### src/rtl/tracker_pkg.sv
// tracker_pkg: shared FSM states, drive directions and helpers for the sun tracker.
// TRACKER_NIGHT_PARK_EN adds the PARK state.
package tracker_pkg;
    localparam int TIMER_W = 32;
`ifdef TRACKER_NIGHT_PARK_EN
    typedef enum logic [2:0] {IDLE, COMPARE, MOVE_AZ, MOVE_EL, SETTLE, PARK} state_t;
`else
    typedef enum logic [2:0] {IDLE, COMPARE, MOVE_AZ, MOVE_EL, SETTLE} state_t;
`endif
    typedef enum logic [1:0] {DIR_N, DIR_E, DIR_S, DIR_W} dir_t;
    function automatic logic [16:0] abs17(input logic signed [16:0] v);
        return v[16] ? 17'(-v) : 17'(v);
    endfunction
endpackage

### src/rtl/move_timer.sv
// move_timer: loadable 32-bit down-counter; o_done is high on the last counted cycle.
module move_timer
    import tracker_pkg::*;
(
    input  logic               clk,
    input  logic               rst,
    input  logic               i_load,
    input  logic [TIMER_W-1:0] i_val,
    output logic               o_done
);
    logic [TIMER_W-1:0] r_cnt;
    always_ff @(posedge clk or posedge rst) begin
        if (rst) r_cnt <= '0;
        else if (i_load) r_cnt <= i_val;
        else if (r_cnt != '0) r_cnt <= r_cnt - 1'b1;
    end
    assign o_done = (r_cnt == TIMER_W'(1));
endmodule

### src/rtl/tracker_control.sv
// tracker_control: two-axis sun tracker FSM driving N/E/S/W motors from four lux sensors.
// Define TRACKER_NIGHT_PARK_EN to park east when the total light falls below NIGHT_LUX.
module tracker_control
    import tracker_pkg::*;
#(
    parameter logic [15:0] DEADBAND      = 16'd200,
    parameter int          MOVE_CYCLES   = 50000,
    parameter int          SETTLE_CYCLES = 100000,
    parameter logic [17:0] NIGHT_LUX     = 18'd50
) (
    input  logic        clk,
    input  logic        rst,
    input  logic        sample,
    input  logic [15:0] n_lux,
    input  logic [15:0] e_lux,
    input  logic [15:0] s_lux,
    input  logic [15:0] w_lux,
    input  logic        limit_n,
    input  logic        limit_e,
    input  logic        limit_s,
    input  logic        limit_w,
    output logic        drv_n,
    output logic        drv_e,
    output logic        drv_s,
    output logic        drv_w,
    output logic        busy,
    output logic        fault
);
    state_t r_state, w_next;
    dir_t r_dir, w_dir;
    logic [15:0] r_n, r_e, r_s, r_w;
    logic r_fault;
    logic w_load, w_done, w_lim, w_fault_now, w_fault, w_drv_on, w_park_e;
    logic [TIMER_W-1:0] w_load_val;
    logic signed [16:0] w_diff_ew, w_diff_ns;
    logic w_az_ok, w_el_ok;

    assign w_fault_now = (limit_e & limit_w) | (limit_n & limit_s);
    assign w_fault = r_fault | w_fault_now;
    assign w_diff_ew = $signed({1'b0, r_e}) - $signed({1'b0, r_w});
    assign w_diff_ns = $signed({1'b0, r_n}) - $signed({1'b0, r_s});
    // Move only toward the brighter side, and only if that side's end-stop is clear.
    assign w_az_ok = (abs17(w_diff_ew) > {1'b0, DEADBAND}) && !(w_diff_ew[16] ? limit_w : limit_e);
    assign w_el_ok = (abs17(w_diff_ns) > {1'b0, DEADBAND}) && !(w_diff_ns[16] ? limit_s : limit_n);
    assign w_lim = (r_dir == DIR_N) ? limit_n : (r_dir == DIR_E) ? limit_e :
                   (r_dir == DIR_S) ? limit_s : limit_w;
`ifdef TRACKER_NIGHT_PARK_EN
    logic [17:0] w_sum;
    assign w_sum = 18'(r_n) + 18'(r_e) + 18'(r_s) + 18'(r_w);
    assign w_park_e = (r_state == PARK) && !limit_e && !w_fault;
`else
    assign w_park_e = 1'b0;
`endif

    always_comb begin
        w_next = r_state;
        w_dir = r_dir;
        w_load = 1'b0;
        w_load_val = '0;
        if (w_fault) w_next = IDLE;
        else case (r_state)
            IDLE: if (sample) w_next = COMPARE;
            COMPARE: begin
`ifdef TRACKER_NIGHT_PARK_EN
                if (w_sum < NIGHT_LUX) w_next = PARK;
                else
`endif
                if (w_az_ok) begin
                    w_next = MOVE_AZ;
                    w_dir = w_diff_ew[16] ? DIR_W : DIR_E;
                    w_load = 1'b1;
                    w_load_val = TIMER_W'(MOVE_CYCLES);
                end else if (w_el_ok) begin
                    w_next = MOVE_EL;
                    w_dir = w_diff_ns[16] ? DIR_S : DIR_N;
                    w_load = 1'b1;
                    w_load_val = TIMER_W'(MOVE_CYCLES);
                end else w_next = IDLE;
            end
            MOVE_AZ, MOVE_EL: if (w_lim || w_done) begin
                w_next = SETTLE;
                w_load = 1'b1;
                w_load_val = TIMER_W'(SETTLE_CYCLES);
            end
            SETTLE: if (w_done) w_next = IDLE;
`ifdef TRACKER_NIGHT_PARK_EN
            PARK: if (limit_e) w_next = IDLE;
`endif
            default: w_next = IDLE;
        endcase
    end

    always_ff @(posedge clk or posedge rst) begin
        if (rst) begin
            r_state <= IDLE;
            r_dir <= DIR_N;
            r_fault <= 1'b0;
            {r_n, r_e, r_s, r_w} <= '0;
        end else begin
            r_state <= w_next;
            r_dir <= w_dir;
            if (w_fault_now) r_fault <= 1'b1;
            if (r_state == IDLE && sample && !w_fault) {r_n, r_e, r_s, r_w} <= {n_lux, e_lux, s_lux, w_lux};
        end
    end

    move_timer u_timer (
        .clk    (clk),
        .rst    (rst),
        .i_load (w_load),
        .i_val  (w_load_val),
        .o_done (w_done)
    );

    // The limit gates the drive combinationally so it drops in the cycle the switch closes.
    assign w_drv_on = (r_state == MOVE_AZ || r_state == MOVE_EL) && !w_lim && !w_fault;
    assign drv_n = w_drv_on && r_dir == DIR_N;
    assign drv_e = (w_drv_on && r_dir == DIR_E) || w_park_e;
    assign drv_s = w_drv_on && r_dir == DIR_S;
    assign drv_w = w_drv_on && r_dir == DIR_W;
    assign busy = (r_state != IDLE);
    assign fault = r_fault;
endmodule

### config.mk
export PLATFORM = sky130hd
export DESIGN_NAME = tracker_control
export DESIGN_NICKNAME = d
export VERILOG_FILES = /design/src/rtl/tracker_pkg.sv /design/src/rtl/move_timer.sv /design/src/rtl/tracker_control.sv
export SDC_FILE = /design/constraint.sdc
export NUM_CORES = 1
export LEC_CHECK = 0
export ABC_CLOCK_PERIOD_IN_PS = 7800
export BUFFER_PORTS_ARGS = -buffer_cell sky130_fd_sc_hd__buf_4
export CAP_MARGIN = 20
export CORE_ASPECT_RATIO = 0.8
export CORE_MARGIN = 3
export CORE_UTILIZATION = 32
export DETAILED_ROUTE_END_ITERATION = 6
export PLACE_DENSITY = 0.58
export SYNTH_ARGS = -nofsm -noshare
export SYNTH_HDL_FRONTEND = slang
export SYNTH_SLANG_ARGS = --single-unit
### constraint.sdc
create_clock -name clk -period 7.8 [get_ports clk]
set_input_delay 1.17 -clock clk [delete_from_list [all_inputs] [get_ports clk]]
set_output_delay 1.17 -clock clk [all_outputs]
set_load 0.05 [all_outputs]
Yosys cells after proc, flatten, opt, wreduce, memory -nomap -nowiden
Index checks and enable logic that the tools add are counted.
Widths: inputs -> output; s select.
{"block": "word_totals", "ff_bits": 102, "inputBits": 71}
{"block": "classes", "add_sub_neg": 5, "magnitude_cmp": 2, "n_eq_ne": 11, "mux": 30, "bitwise": 5, "reduce_logical": 25}
{"op": "$mux 17", "count": 4}
{"op": "$mux 32", "count": 2}
{"op": "$gt 17x8->1 const B", "count": 2}
{"op": "$neg 17->17", "count": 2}
{"op": "$pmux 17 s2", "count": 1}
{"op": "$sub 16x16->17", "count": 2}
{"op": "$eq 32x1->1 const B", "count": 1}
{"op": "$mux 16", "count": 2}
{"op": "$reduce_bool 32->1", "count": 1}
{"op": "$sub 32x1->32 const B", "count": 1}
{"op": "$mux 2", "count": 6}
{"op": "$mux 3", "count": 4}
{"op": "$pmux 3 s4", "count": 1}
{"op": "$logic_and 1x1->1", "count": 10}
{"op": "$mux 1", "count": 9}
{"op": "$ne 3x3->1 const B", "count": 3}
{"op": "$eq 3x2->1 const B", "count": 2}
{"op": "$reduce_and 3->1", "count": 2}
{"op": "$eq 2x2->1 const B", "count": 2}
{"op": "$logic_not 1->1", "count": 4}
{"op": "$reduce_bool 2->1", "count": 2}
{"op": "$eq 3x1->1 const B", "count": 1}
{"op": "$eq 3x3->1 const B", "count": 1}
{"op": "$logic_not 3->1", "count": 1}
{"op": "9 further kinds", "count": 12}

Longest topological paths before layout
Gate-level depths: netlist (run 1).
{"block": "depth", "ltp_word": 10, "ltp_mapped": 18, "ltp_nobuf": 15}

By module
A second synthesis (run 1) with hierarchy kept.
{"block": "hier_totals", "hier_cells": 822, "area_unflattened_um2": 7553.5}
{"module": "tracker_control", "instances": 1, "cells_each": 622, "area_per_inst_um2": 5619.1}
{"module": "move_timer", "instances": 1, "cells_each": 200, "area_per_inst_um2": 1934.4}

Least setup slack after synthesis (run 1)
No wires, ideal clock.
{"block": "synth_timing", "path_type": "input to output", "from": "in limit_e", "to": "out drv_s", "arrival_ns": 3.356, "required_ns": 6.630, "path_slack_ns": 3.274, "stages": 4, "n_path_buf": 0, "cell_sequence": "a221o_1 -> nor2_1 -> nand2_1 -> nor4b_1"}
{"block": "synth_via", "elab_chain_len": 6, "word_cells_on_any_way": 10, "cone_classes": "2 x mux; 3 x bitwise; 5 x reduce/logical"}
{"element": "start, declared", "line_no": "tracker_control.sv:19", "text": "input logic limit_e,"}
{"element": "$and 1x1->1 or $mux 1 (tied branches)", "line_no": "tracker_control.sv:38, tracker_control.sv:45"}
{"element": "$or 1x1->1 or $mux 1 (tied branches)", "line_no": "tracker_control.sv:38, tracker_control.sv:45"}
{"element": "$or 1x1->1 or $logic_not 1->1 (tied branches)", "line_no": "tracker_control.sv:39, tracker_control.sv:116"}
{"element": "$logic_not 1->1 or $logic_and 1x1->1 (tied branches)", "line_no": "tracker_control.sv:116", "text": "assign w_drv_on = (r_state == MOVE_AZ || r_state == MOVE_EL) && !w_lim && !w_fault;"}
{"element": "$logic_and 1x1->1 (*)", "line_no": "tracker_control.sv:116"}
{"element": "$logic_and 1x1->1 (*)", "line_no": "tracker_control.sv:119", "text": "assign drv_s = w_drv_on && r_dir == DIR_S;"}
{"element": "end, declared", "line_no": "tracker_control.sv:24", "text": "output logic drv_s,"}
Mark *: on every way between the ends. The rest lies on a longest branch, timed or not.

Worst setup path in the final report (run 1)
{"block": "layout_timing", "from": "reg r_e[0]", "to": "reg u_timer.r_cnt[1]"}
{"block": "layout_via", "elab_chain_len": 9, "word_cells_on_any_way": 15, "cone_classes": "2 x add/sub; 1 x order compare; 9 x mux; 3 x reduce/logical"}
{"element": "start, declared", "line_no": "tracker_control.sv:31", "text": "logic [15:0] r_n, r_e, r_s, r_w;"}
{"element": "start signal, assigned", "line_no": "tracker_control.sv:103", "text": "if (r_state == IDLE && sample && !w_fault) {r_n, r_e, r_s, r_w} <= {n_lux, e_lux, s_lux, w_lux};"}
{"element": "$sub 16x16->17 (*)", "line_no": "tracker_control.sv:40", "text": "assign w_diff_ew = $signed({1'b0, r_e}) - $signed({1'b0, r_w});"}
{"element": "$neg 17->17", "line_no": "tracker_pkg.sv:12", "text": "return v[16] ? 17'(-v) : 17'(v);"}
{"element": "$mux 17", "line_no": "tracker_pkg.sv:12"}
{"element": "$gt 17x8->1", "line_no": "tracker_control.sv:43", "text": "assign w_az_ok = (abs17(w_diff_ew) > {1'b0, DEADBAND}) && !(w_diff_ew[16] ? limit_w : limit_e);"}
{"element": "$logic_and 1x1->1 (*)", "line_no": "tracker_control.sv:43"}
{"element": "$mux 16 or $mux 1 (tied branches)", "line_no": "tracker_control.sv:68", "text": "if (w_az_ok) begin"}
{"element": "$pmux 17 s2 or $pmux 1 s2 (tied branches)", "line_no": "tracker_control.sv:61", "text": "else case (r_state)"}
{"element": "$mux 17 or $mux 1 (tied branches)", "line_no": "tracker_control.sv:60", "text": "if (w_fault) w_next = IDLE;"}
{"element": "$mux 32 or $reduce_bool 2->1 (tied branches)"}
{"element": "end signal, assigned", "line_no": "move_timer.sv:14", "text": "else if (i_load) r_cnt <= i_val;"}
{"element": "end signal, assigned", "line_no": "move_timer.sv:15", "text": "else if (r_cnt != '0) r_cnt <= r_cnt - 1'b1;"}
{"element": "end, declared", "line_no": "move_timer.sv:11", "text": "logic [TIMER_W-1:0] r_cnt;"}
Marked as above.
A chain may end at the register's enable or synchronous reset.

==> flow_summary_export.csv, run 1 <==
group,metric,value,unit
run_status,status,"finished clean",
critical_path,crit_required,8060,ps
synthesis,synth_top_flop_cell,"dfrtp_1",
drt,drc_errors,0,
final_layout,stdcell_count,1162,
critical_path,worstSetupEndpointType,"flop",
floorplan,die_w,176,um
critical_path,crit_family,"simple AND/OR/NAND/NOR gates",
synthesis,synth-edff-count,0,
run,drv_cap,0,
placed_design,dpl.hpwl,13300,um
global_route,grt_max_degree,78,
floorplan,start_util,32.8,%
synthesis,synth-async-reset-ratio,100,%
critical_path,worstSetupPathType,"reg2reg",
synthesis,ys_types,83,
floorplan,core,22600,um^2
synthesis,netlist_area,7430,um^2
synthesis,synthTopCellsByCount,"dfrtp_1 (102), mux2_2 (65), nor2_1 (52)",
sta,fin_worst_skew,9.23,ps
clocking,htree_levels,3,
placed_design,dp_cells,1146,
sta,hold_viol,0,
critical_path,start_kind,"flop",
clocking,root_buffer,"clkbuf_16",
sta,setup_viol,0,
critical_path,crit_chain,"inv_1 -> ha_1 -> fa_1 -> nand2b_1 -> a21oi_1 -> o21ai_0 -> a211oi_2 -> nand2_1 -> nor4_1 -> or4_1 -> nand4_1 -> o31ai_2 -> or2_4 -> nand3_4 -> a211oi_1",
drt,first_iter_violations,361,
sta,setup_slack,3390,ps
sta,finalCritPeriodShare,56.6,%
floorplan,die_h,142,um
critical_path,cp.buffers_inverters,1,
final_layout,nets,961,
synthesis,yosysWarnings,0,
clocking,post-cts-setup-buffers,0,
placed_design,pre_cts_slack,3470,ps
sta,period_minus_slack,4410,ps
synthesis,ys_seq_area_share,34.4,%
synthesis,synth.most_common_cell,"dfrtp_1",
final_layout,area_delta_synth_final,16.0,%
critical_path,crit_path_max_incr_delay,590,ps
synthesis,avgSynthCellArea,9.45,um^2
synthesis,yosysTopAreaCellShare,34.4,%
drt,dr.pass1.iters,4,
drt,viasPerCell,5.28,
clocking,clock_sinks,102,
critical_path,crit_fanout,22,
synthesis,synth_area_leader_cell,"dfrtp_1",
pwr,leakage,3.77,nW
synthesis,syn_inst,786,
drt,routed_wl,17600,um
floorplan,die_area,25100,um^2
clocking,cts_buffer_depth,2,
global_route,grtUsageTotal,14.4,%
sta,rsz0062_at_grt,"false",
final_layout,drive_gt1_share,23.9,%
synthesis,synthTopCellsByArea,"dfrtp_1 (34%), mux2_2 (9.9%), ha_1 (6.1%)",
pwr,finalPower,2.18,mW
drt,antenna_left,0,
final_layout,antenna_cells,0,
clocking,clk_latency,360,ps
worst_hold_path,hold_class,"reg2reg",
sta,tightest_slew,969,ps
global_route,grt_pass1_wl,29400,um
clocking,cts.repair.resized,0,
clocking,postCtsHoldBufs,0,
sta,relSlewSlack,35.4,%
floorplan,rows,49,
global_route,antenna_found_initial,0,
pwr,ir_drop,0.125,mV
final_layout,fin_area,8610,um^2
synthesis,ys_ff_latch,102,
final_layout,post-route-util,38.1,%
sta,holdWs,506,ps
synthesis,syn_nets,895,
sta,fin_tns_setup,0,ps
global_route,grt_pass1_vias,5775,
critical_path,crit_slowest_cell,"nor4_1",
sta,slew_viol_final,0,
sta,max_freq,0.227,GHz
clocking,cts_tree,"done",
critical_path,worst_ep_arrival_time,4670,ps
clocking,cts_made_buffers,9,
pwr,power_density,253,nW/um^2
floorplan,pin_count,77,
placed_design,place_area,8270,um^2
drt,vias,6131,
placed_design,portBuffers,76,
clocking,clk_pin_slew,70,ps
global_route,overflow,0,
drt,avgRoutedWirePerCell,15.1,um
placed_design,gp_congestion,0.853,
==> cell families (layout without fill, tap and decap cells) <==
kind of cell	count (synthesis)	in the layout	share of synthesized area [%]
AND/OR/NAND/NOR	270	270	19.6
AO/OA/AOI/OAI	188	188	18.7
flip-flops	102	102	34.4
buffers and inverters	72	142	4.31
multiplexers	71	71	10.8
XOR/XNOR	45	45	5.49
adder cells (fa/ha/maj)	38	38	6.60
==> area by class of cell <==
cell class                 instances  area, um^2
inverter                          49         186
tap                              306         383
clock inverter                     5        82.6
timing repair buffer              78         606
multi-input combinational        612        4570
fill                            2302       14000
clock buffer                      10         239
sequential                       102        2550
==> metal layers <==
| layer | part of all wire [%] | global-route usage, % |
|---|---|---|
| met1 | 53 | 21.4 |
| met2 | 41 | 20.8 |
| met3 | 5.4 | 4.19 |
| met4 | 0.65 | 2.67 |
| met5 | 0 | 0 |
==> where the power goes <==
| part | switching, mW | internal (mW) | leakage [nW] |
|---|---|---|---|
| sequential | 0.0506 | 0.592 | 1.28 |
| clock | 0.209 | 0.290 | 0.159 |
| combinational | 0.592 | 0.445 | 2.34 |
| total | 0.851 | 1.33 | 3.77 |
==> cells in the final DEF (no fill, tap or decap), drive strengths merged, types with 11 or more instances in the layout <==
master,count
buf,78
or3,11
o21ai,33
nor2,63
xnor2,22
xor2,22
ha,36
a211oi,13
and3,12
dfrtp,102
nand2,49
a21oi,37
a21o,18
mux2,65
nor4,17
inv,50
nor3,28
nand3,21
==> worst reg2reg max path, stage by stage (launching register included) <==
cell      delay, ps
dfrtp_1         350
inv_1            50
ha_1            220
fa_1            400
nand2b_1        220
a21oi_1         300
o21ai_0         160
a211oi_2        350
nand2_1         200
nor4_1          590
or4_1           200
nand4_1         160
o31ai_2         380
or2_4           200
nand3_4         270
a211oi_1        270
==> final timing paths <==
| kind | from | depth (start not counted) | endpoint | slack (ps) |
|---|---|---|---|---|
| worst min register to register | r_w[11]$_DFFE_PP0P_ | 1 | r_w[11]$_DFFE_PP0P_ | 510 |
| max in group asynchronous | rst | 4 | r_n[0]$_DFFE_PP0P_ | 5990 |
| worst max register to register | r_e[0]$_DFFE_PP0P_ | 15 | u_timer.r_cnt[1]$_DFFE_PP0P_ | 3390 |
| min in group asynchronous | rst | 2 | r_s[12]$_DFFE_PP0P_ | 780 |
| worst max-delay path | r_e[0]$_DFFE_PP0P_ | 15 | u_timer.r_cnt[1]$_DFFE_PP0P_ | 3390 |
| worst min-delay path | r_w[11]$_DFFE_PP0P_ | 1 | r_w[11]$_DFFE_PP0P_ | 510 |
==> registers in the layout, indices dropped and copies added, names as in the netlist <==
name,cells
u_timer.r_cnt,32
r_e,16
r_n,16
r_s,16
r_w,16
r_state,3
r_dir,2
fault,1
No activity file was read; power rests on OpenSTA's default activity.
==> run 2: changes to the inputs <==
--- a/config.mk
+++ b/config.mk
@@ -5,14 +5,14 @@
 export SDC_FILE = /design/constraint.sdc
 export NUM_CORES = 1
 export LEC_CHECK = 0
-export ABC_CLOCK_PERIOD_IN_PS = 7800
+export ABC_CLOCK_PERIOD_IN_PS = 3740
 export BUFFER_PORTS_ARGS = -buffer_cell sky130_fd_sc_hd__buf_4
 export CAP_MARGIN = 20
 export CORE_ASPECT_RATIO = 0.8
 export CORE_MARGIN = 3
 export CORE_UTILIZATION = 32
 export DETAILED_ROUTE_END_ITERATION = 6
-export PLACE_DENSITY = 0.58
+export PLACE_DENSITY = 0.59
 export SYNTH_ARGS = -nofsm -noshare
 export SYNTH_HDL_FRONTEND = slang
 export SYNTH_SLANG_ARGS = --single-unit
==> constraint.sdc (replaced) <==
create_clock -name clk -period 3.74 [get_ports clk]
set_input_delay 0.561 -clock clk [delete_from_list [all_inputs] [get_ports clk]]
set_output_delay 0.561 -clock clk [all_outputs]
set_load 0.05 [all_outputs]
==> flow_summary_export.csv, run 2 (same netlist as run 1, synthesis figures left out) <==
group,metric,value,unit
final_layout,antenna_cells,0,
clocking,clock_sinks,102,
critical_path,crit_slowest_cell,"or4_4",
final_layout,final_cell_mix,"buf_4 (173), dfrtp_1 (102), mux2_2 (65), nand2_1 (49), inv_1 (48)",
pwr,p_sw_share,38.8,%
drt,avgRoutedWirePerCell,15.0,um
global_route,grt_pass1_vias,6325,
drt,route.met3.wl,842,um
sta,relSlewSlack,46.9,%
final_layout,n_fill_cell,2228,
clocking,cts_tree,"done",
clocking,cts_buffer_depth,2,
critical_path,crit_chain,"inv_1 -> ha_2 -> fa_2 -> nand2b_4 -> a21o_1 -> a211o_1 -> nand3b_1 -> xor2_2 -> or4_4 -> buf_6 -> nor3_4 -> nor3_4 -> o31ai_2 -> buf_4 -> nor2_4 -> a21oi_4 -> buf_6 -> o21ai_0",
drt,antenna_left,0,
sta,max_freq,0.261,GHz
floorplan,die_w,176,um
pwr,internal_power,3.19,mW
placed_design,pre_cts_slack,-213,ps
final_layout,nets,1065,
global_route,overflow,0,
drt,routed_wl,19000,um
sta,tightest_slew,796,ps
critical_path,worst_ep_arrival_time,4070,ps
critical_path,rr_worst_depth,18,
sta,setup_slack,-91.2,ps
final_layout,multi_input_area,4890,um^2
clocking,root_buffer,"clkbuf_16",
sta,hold_viol,0,
critical_path,r2r_slack,-90,ps
pwr,leakage,4.37,nW
final_layout,final_common_cell,"buf_4",
sta,slew_viol_final,0,
pwr,p_sw,2.02,mW
final_layout,area_delta_synth_final,31.4,%
sta,finalCritPeriodShare,102,%
critical_path,worstSetupEndpointType,"flop",
run_status,status,"finished, violations left",
sta,fin_worst_skew,5.96,ps
clocking,htree_levels,3,
critical_path,crit_fanout,8,
drt,first_iter_violations,449,
global_route,antenna_found_initial,0,
floorplan,pin_count,77,
pwr,pwr-share-comb,55.2,%
floorplan,core,22600,um^2
global_route,grt_pass1_wl,31500,um
pwr,ir_drop,0.278,mV
global_route,grtUsageTotal,15.4,%
drt,drc_errors,0,
drt,m1WireLength,10000,um
drt,dr_wl_met2,7980,um
critical_path,r2r_start,"r_e[0]$_DFFE_PP0P_",
floorplan,die_h,142,um
run_status,violations,"negative setup slack",
critical_path,crit_family,"simple AND/OR/NAND/NOR gates",
critical_path,crit_required,3980,ps
drt,dr.pass1.iters,5,
placed_design,dpl.hpwl,14300,um
clocking,clk_pin_slew,70,ps
global_route,grt_max_degree,64,
clocking,cts_made_buffers,9,
clocking,clk_latency,360,ps
run,drv_cap,0,
sta,period_minus_slack,3830,ps
worst_hold_path,hold_class,"in2async",
sta,rsz0062_at_grt,"true",
drt,viasPerCell,5.19,
placed_design,gp_congestion,0.834,
placed_design,portBuffers,76,
drt,top_layer_used,"met4",
drt,vias,6577,
placed_design,dp_cells,1245,
pwr,power_density,534,nW/um^2
floorplan,start_util,32.8,%
clocking,postCtsHoldBufs,0,
final_layout,largest_reg_flops,32,
critical_path,cp.buffers_inverters,4,
floorplan,die_area,25100,um^2
final_layout,drive_gt1_share,36.7,%
final_layout,stdcell_count,1267,
sta,setup_viol,33,
pwr,seq_power_share,25.7,%
floorplan,rows,49,
critical_path,worstSetupPathType,"reg2reg",
critical_path,crit_path_max_incr_delay,570,ps
final_layout,regMostFlops,"u_timer.r_cnt",
critical_path,timing.rr.end,"u_timer.r_cnt[6]$_DFFE_PP0P_",
critical_path,start_kind,"flop",
final_layout,regArea,2550,um^2
pwr,p_clk_share,19.1,%
-- run 2: changes by cell type in the layout (fill, tap and decap cells not counted), sizes merged --
cell    delta
buf      +104
bufinv     -1
inv        +1
clkinv     +1
-- run 2: metrics by stage --
stage / TNS (ps) / util, % / area [um^2] / hold WS (ps) / power [mW]
after global routing: -8060 / 43.1 / 9750 / 406 / 5.61
after detailed placement: -4080 / 40.1 / 9070 / 494 / 3.98
after CTS: -1250 / 41.8 / 9450 / 392 / 5.06
after global placement: -1760 / 40.1 / 9070 / 488 / 3.96
final: -1730 / 43.1 / 9750 / 345 / 5.21
after floorplan: 0 / - / 7450 / 479 / 3.06
-- run 2: cell type report --
| type | count | area share, % |
|---|---|---|
| Clock inverter | 6 | 0.680 |
| Inverter | 49 | 1.91 |
| Clock buffer | 10 | 2.45 |
| Tap cell | 306 | 3.93 |
| Timing Repair Buffer | 182 | 14.7 |
| Sequential cell | 102 | 26.2 |
| Multi-Input combinational cell | 612 | 50.2 |
-- run 2: worst reg2reg max path, cell delays in order (launching register included) --
cell      delay (ps)
dfrtp_1          350
inv_1             50
ha_2             200
fa_2             390
nand2b_4         180
a21o_1           210
a211o_1          350
nand3b_1         150
xor2_2           110
or4_4            570
buf_6            140
nor3_4           140
nor3_4            70
o31ai_2          220
buf_4            170
nor2_4            40
a21oi_4          140
buf_6            160
o21ai_0           90
-- run 2: worst max-delay path by stage --
stage                       startpoint  slack [ps]  depth (start not counted)                            to
detailed placement  r_e[0]$_DFFE_PP0P_        -210                         17          r_dir[1]$_DFFE_PP0P_
finish              r_e[0]$_DFFE_PP0P_         -90                         18  u_timer.r_cnt[6]$_DFFE_PP0P_
floorplan           r_e[0]$_DFFE_PP0P_          40                         16  u_timer.r_cnt[5]$_DFFE_PP0P_
CTS                 r_e[0]$_DFFE_PP0P_        -110                         18          r_dir[1]$_DFFE_PP0P_
global route        r_e[0]$_DFFE_PP0P_        -270                         18        r_state[1]$_DFFE_PP0P_
global placement    r_e[0]$_DFFE_PP0P_        -150                         17          r_dir[1]$_DFFE_PP0P_
-- run 2: metal layers --
layer  vias to the layer above  track usage [%]
met5                         -                0
met4                         0             2.58
met3                         5             3.55
met2                       125             22.1
met1                      3185             23.7
li1                       3262                -
-- run 2: timing repair --
action / CTS / global route
hold endpoints to repair: 0 / 0
gates resized for setup: 11 / 64
pin swaps: 10 / 19
endpoints found under the setup margin: 35 / 36
setup buffers: 3 / 3
-- run 2: power groups by stage --
stage               registers (mW)  logic (mW)  clock network (mW)
CTS                           1.34        2.69                1.03
detailed placement            1.36        2.62                   0
global placement              1.36        2.61                   0
floorplan                     1.33        1.73                   0
global route                  1.36        3.17                1.08
finish                        1.34        2.87               0.993
==> run 3: changes to the inputs <==
--- a/config.mk
+++ b/config.mk
@@ -12,6 +12,7 @@
 export CORE_MARGIN = 3
 export CORE_UTILIZATION = 32
 export DETAILED_ROUTE_END_ITERATION = 6
+export GPL_TIMING_DRIVEN = 0
 export PLACE_DENSITY = 0.59
 export SYNTH_ARGS = -nofsm -noshare
 export SYNTH_HDL_FRONTEND = slang
==> flow_summary_export.csv, run 3 (same netlist as run 1, synthesis figures left out) <==
group,metric,value,unit
sta,holdWs,274,ps
final_layout,area_delta_synth_final,28.5,%
critical_path,crit_fanout,6,
drt,dr.pass1.iters,5,
clocking,root_buffer,"clkbuf_16",
placed_design,gp_congestion,0.825,
critical_path,r2r_start,"r_e[0]$_DFFE_PP0P_",
floorplan,start_util,32.8,%
final_layout,antenna_cells,0,
sta,finalCritPeriodShare,104,%
floorplan,core,22600,um^2
global_route,overflow,0,
run_status,status,"finished, violations left",
global_route,grtUsageTotal,15.1,%
run,drv_cap,0,
pwr,power_density,528,nW/um^2
global_route,grt_max_degree,63,
critical_path,worstSetupPathType,"reg2reg",
drt,routed_wl,19100,um
critical_path,crit_required,3980,ps
clocking,cts_buffer_depth,2,
critical_path,worstSetupEndpointType,"flop",
drt,viasPerCell,5.30,
final_layout,nets,1019,
clocking,clock_sinks,102,
sta,hold_viol,0,
clocking,cts_made_buffers,9,
critical_path,timing.rr.end,"u_timer.r_cnt[25]$_DFFE_PP0P_",
floorplan,die_area,25100,um^2
final_layout,regMostFlops,"u_timer.r_cnt",
worst_hold_path,hold_class,"in2async",
global_route,grt_pass1_vias,6132,
final_layout,post-route-util,42.2,%
final_layout,final_common_cell,"buf_4",
floorplan,rows,49,
placed_design,portBuffers,76,
sta,setup_slack,-141,ps
placed_design,pre_cts_slack,-486,ps
sta,slew_viol_final,0,
sta,setup_viol,34,
global_route,antenna_found_initial,0,
pwr,finalPower,5.04,mW
placed_design,place_area,8430,um^2
floorplan,die_w,176,um
floorplan,pin_count,77,
critical_path,crit_path_start,"r_e[0]$_DFFE_PP0P_",
clocking,clk_pin_slew,70,ps
drt,vias,6462,
global_route,grt_pass1_wl,31000,um
final_layout,drive_gt1_share,34.1,%
pwr,leakage,4.15,nW
pwr,ir_drop,0.206,mV
clocking,cts_tree,"done",
sta,rsz0062_at_grt,"true",
sta,tightest_slew,814,ps
run_status,violations,"negative setup slack",
sta,fin_tns_setup,-3460,ps
final_layout,final_cell_mix,"buf_4 (107), dfrtp_1 (102), mux2_2 (65), inv_1 (48), nand2_1 (47)",
final_layout,largest_reg_flops,32,
final_layout,fin_area,9540,um^2
drt,drc_errors,0,
placed_design,dp_cells,1169,
critical_path,rr_worst_depth,16,
drt,first_iter_violations,511,
clocking,htree_levels,3,
clocking,clk_latency,350,ps
placed_design,dpl.hpwl,14200,um
sta,relSlewSlack,45.7,%
sta,max_freq,0.258,GHz
drt,antenna_left,0,
sta,period_minus_slack,3880,ps
final_layout,stdcell_count,1220,
drt,avgRoutedWirePerCell,15.7,um
floorplan,die_h,142,um
critical_path,worst_ep_arrival_time,4120,ps
critical_path,start_kind,"flop",
sta,fin_worst_skew,8.84,ps
critical_path,r2r_slack,-140,ps
clocking,postCtsHoldBufs,0,
run 3: worst max-delay path, cell delays in order (launching register included):
cell and delay [ps]:
dfrtp_1 350, inv_1 50, ha_2 190, fa_2 370, nand2b_4 200, a21oi_4 200, o21ai_0 130, o211a_1 180
or3_4 440, o2111a_1 240, or4_1 470, nand4_1 200, o31ai_4 110, or2_4 280, nand3_4 150, clkbuf_16 180
nor2_2 40
run 3: worst max-delay path by stage:
stage / to / depth (start not counted) / slack, ps
global placement: r_w[3]$_DFFE_PP0P_ / 2 / -940
finish: u_timer.r_cnt[25]$_DFFE_PP0P_ / 16 / -140
floorplan: u_timer.r_cnt[5]$_DFFE_PP0P_ / 16 / 40
global route: u_timer.r_cnt[11]$_DFFE_PP0P_ / 16 / -270
CTS: u_timer.r_cnt[30]$_DFFE_PP0P_ / 17 / -20
detailed placement: u_timer.r_cnt[3]$_DFFE_PP0P_ / 16 / -490
run 3: what timing repair did:
action / in CTS / in global routing
setup buffers: 28 / 7
gates cloned: 2 / 1
pin swaps: 27 / 21
resized for setup: 54 / 58
setup endpoints to repair: 36 / 36
run 3: cell type report:
| class | instances | area, um^2 |
|---|---|---|
| Clock inverter | 3 | 42.5 |
| Multi-Input combinational cell | 612 | 5040 |
| Clock buffer | 12 | 267 |
| Tap cell | 306 | 383 |
| Fill cell | 2170 | 13100 |
| Inverter | 49 | 186 |
| Timing Repair Buffer | 115 | 923 |
| Buffer | 21 | 151 |
| Sequential cell | 102 | 2550 |
run 3: power by group:
part / internal (mW) / switching [mW] / total [mW]
registers: 1.23 / 0.103 / 1.34
logic: 1.24 / 1.48 / 2.71
clock network: 0.570 / 0.420 / 0.990
run 3: metal layers:
layer	vias up	wire length, um	GRT usage (%)
li1	3161	-	-
met1	3142	9840	22.7
met2	140	8120	22.4
met3	19	946	2.88
met4	0	223	3.67
met5	-	0	0
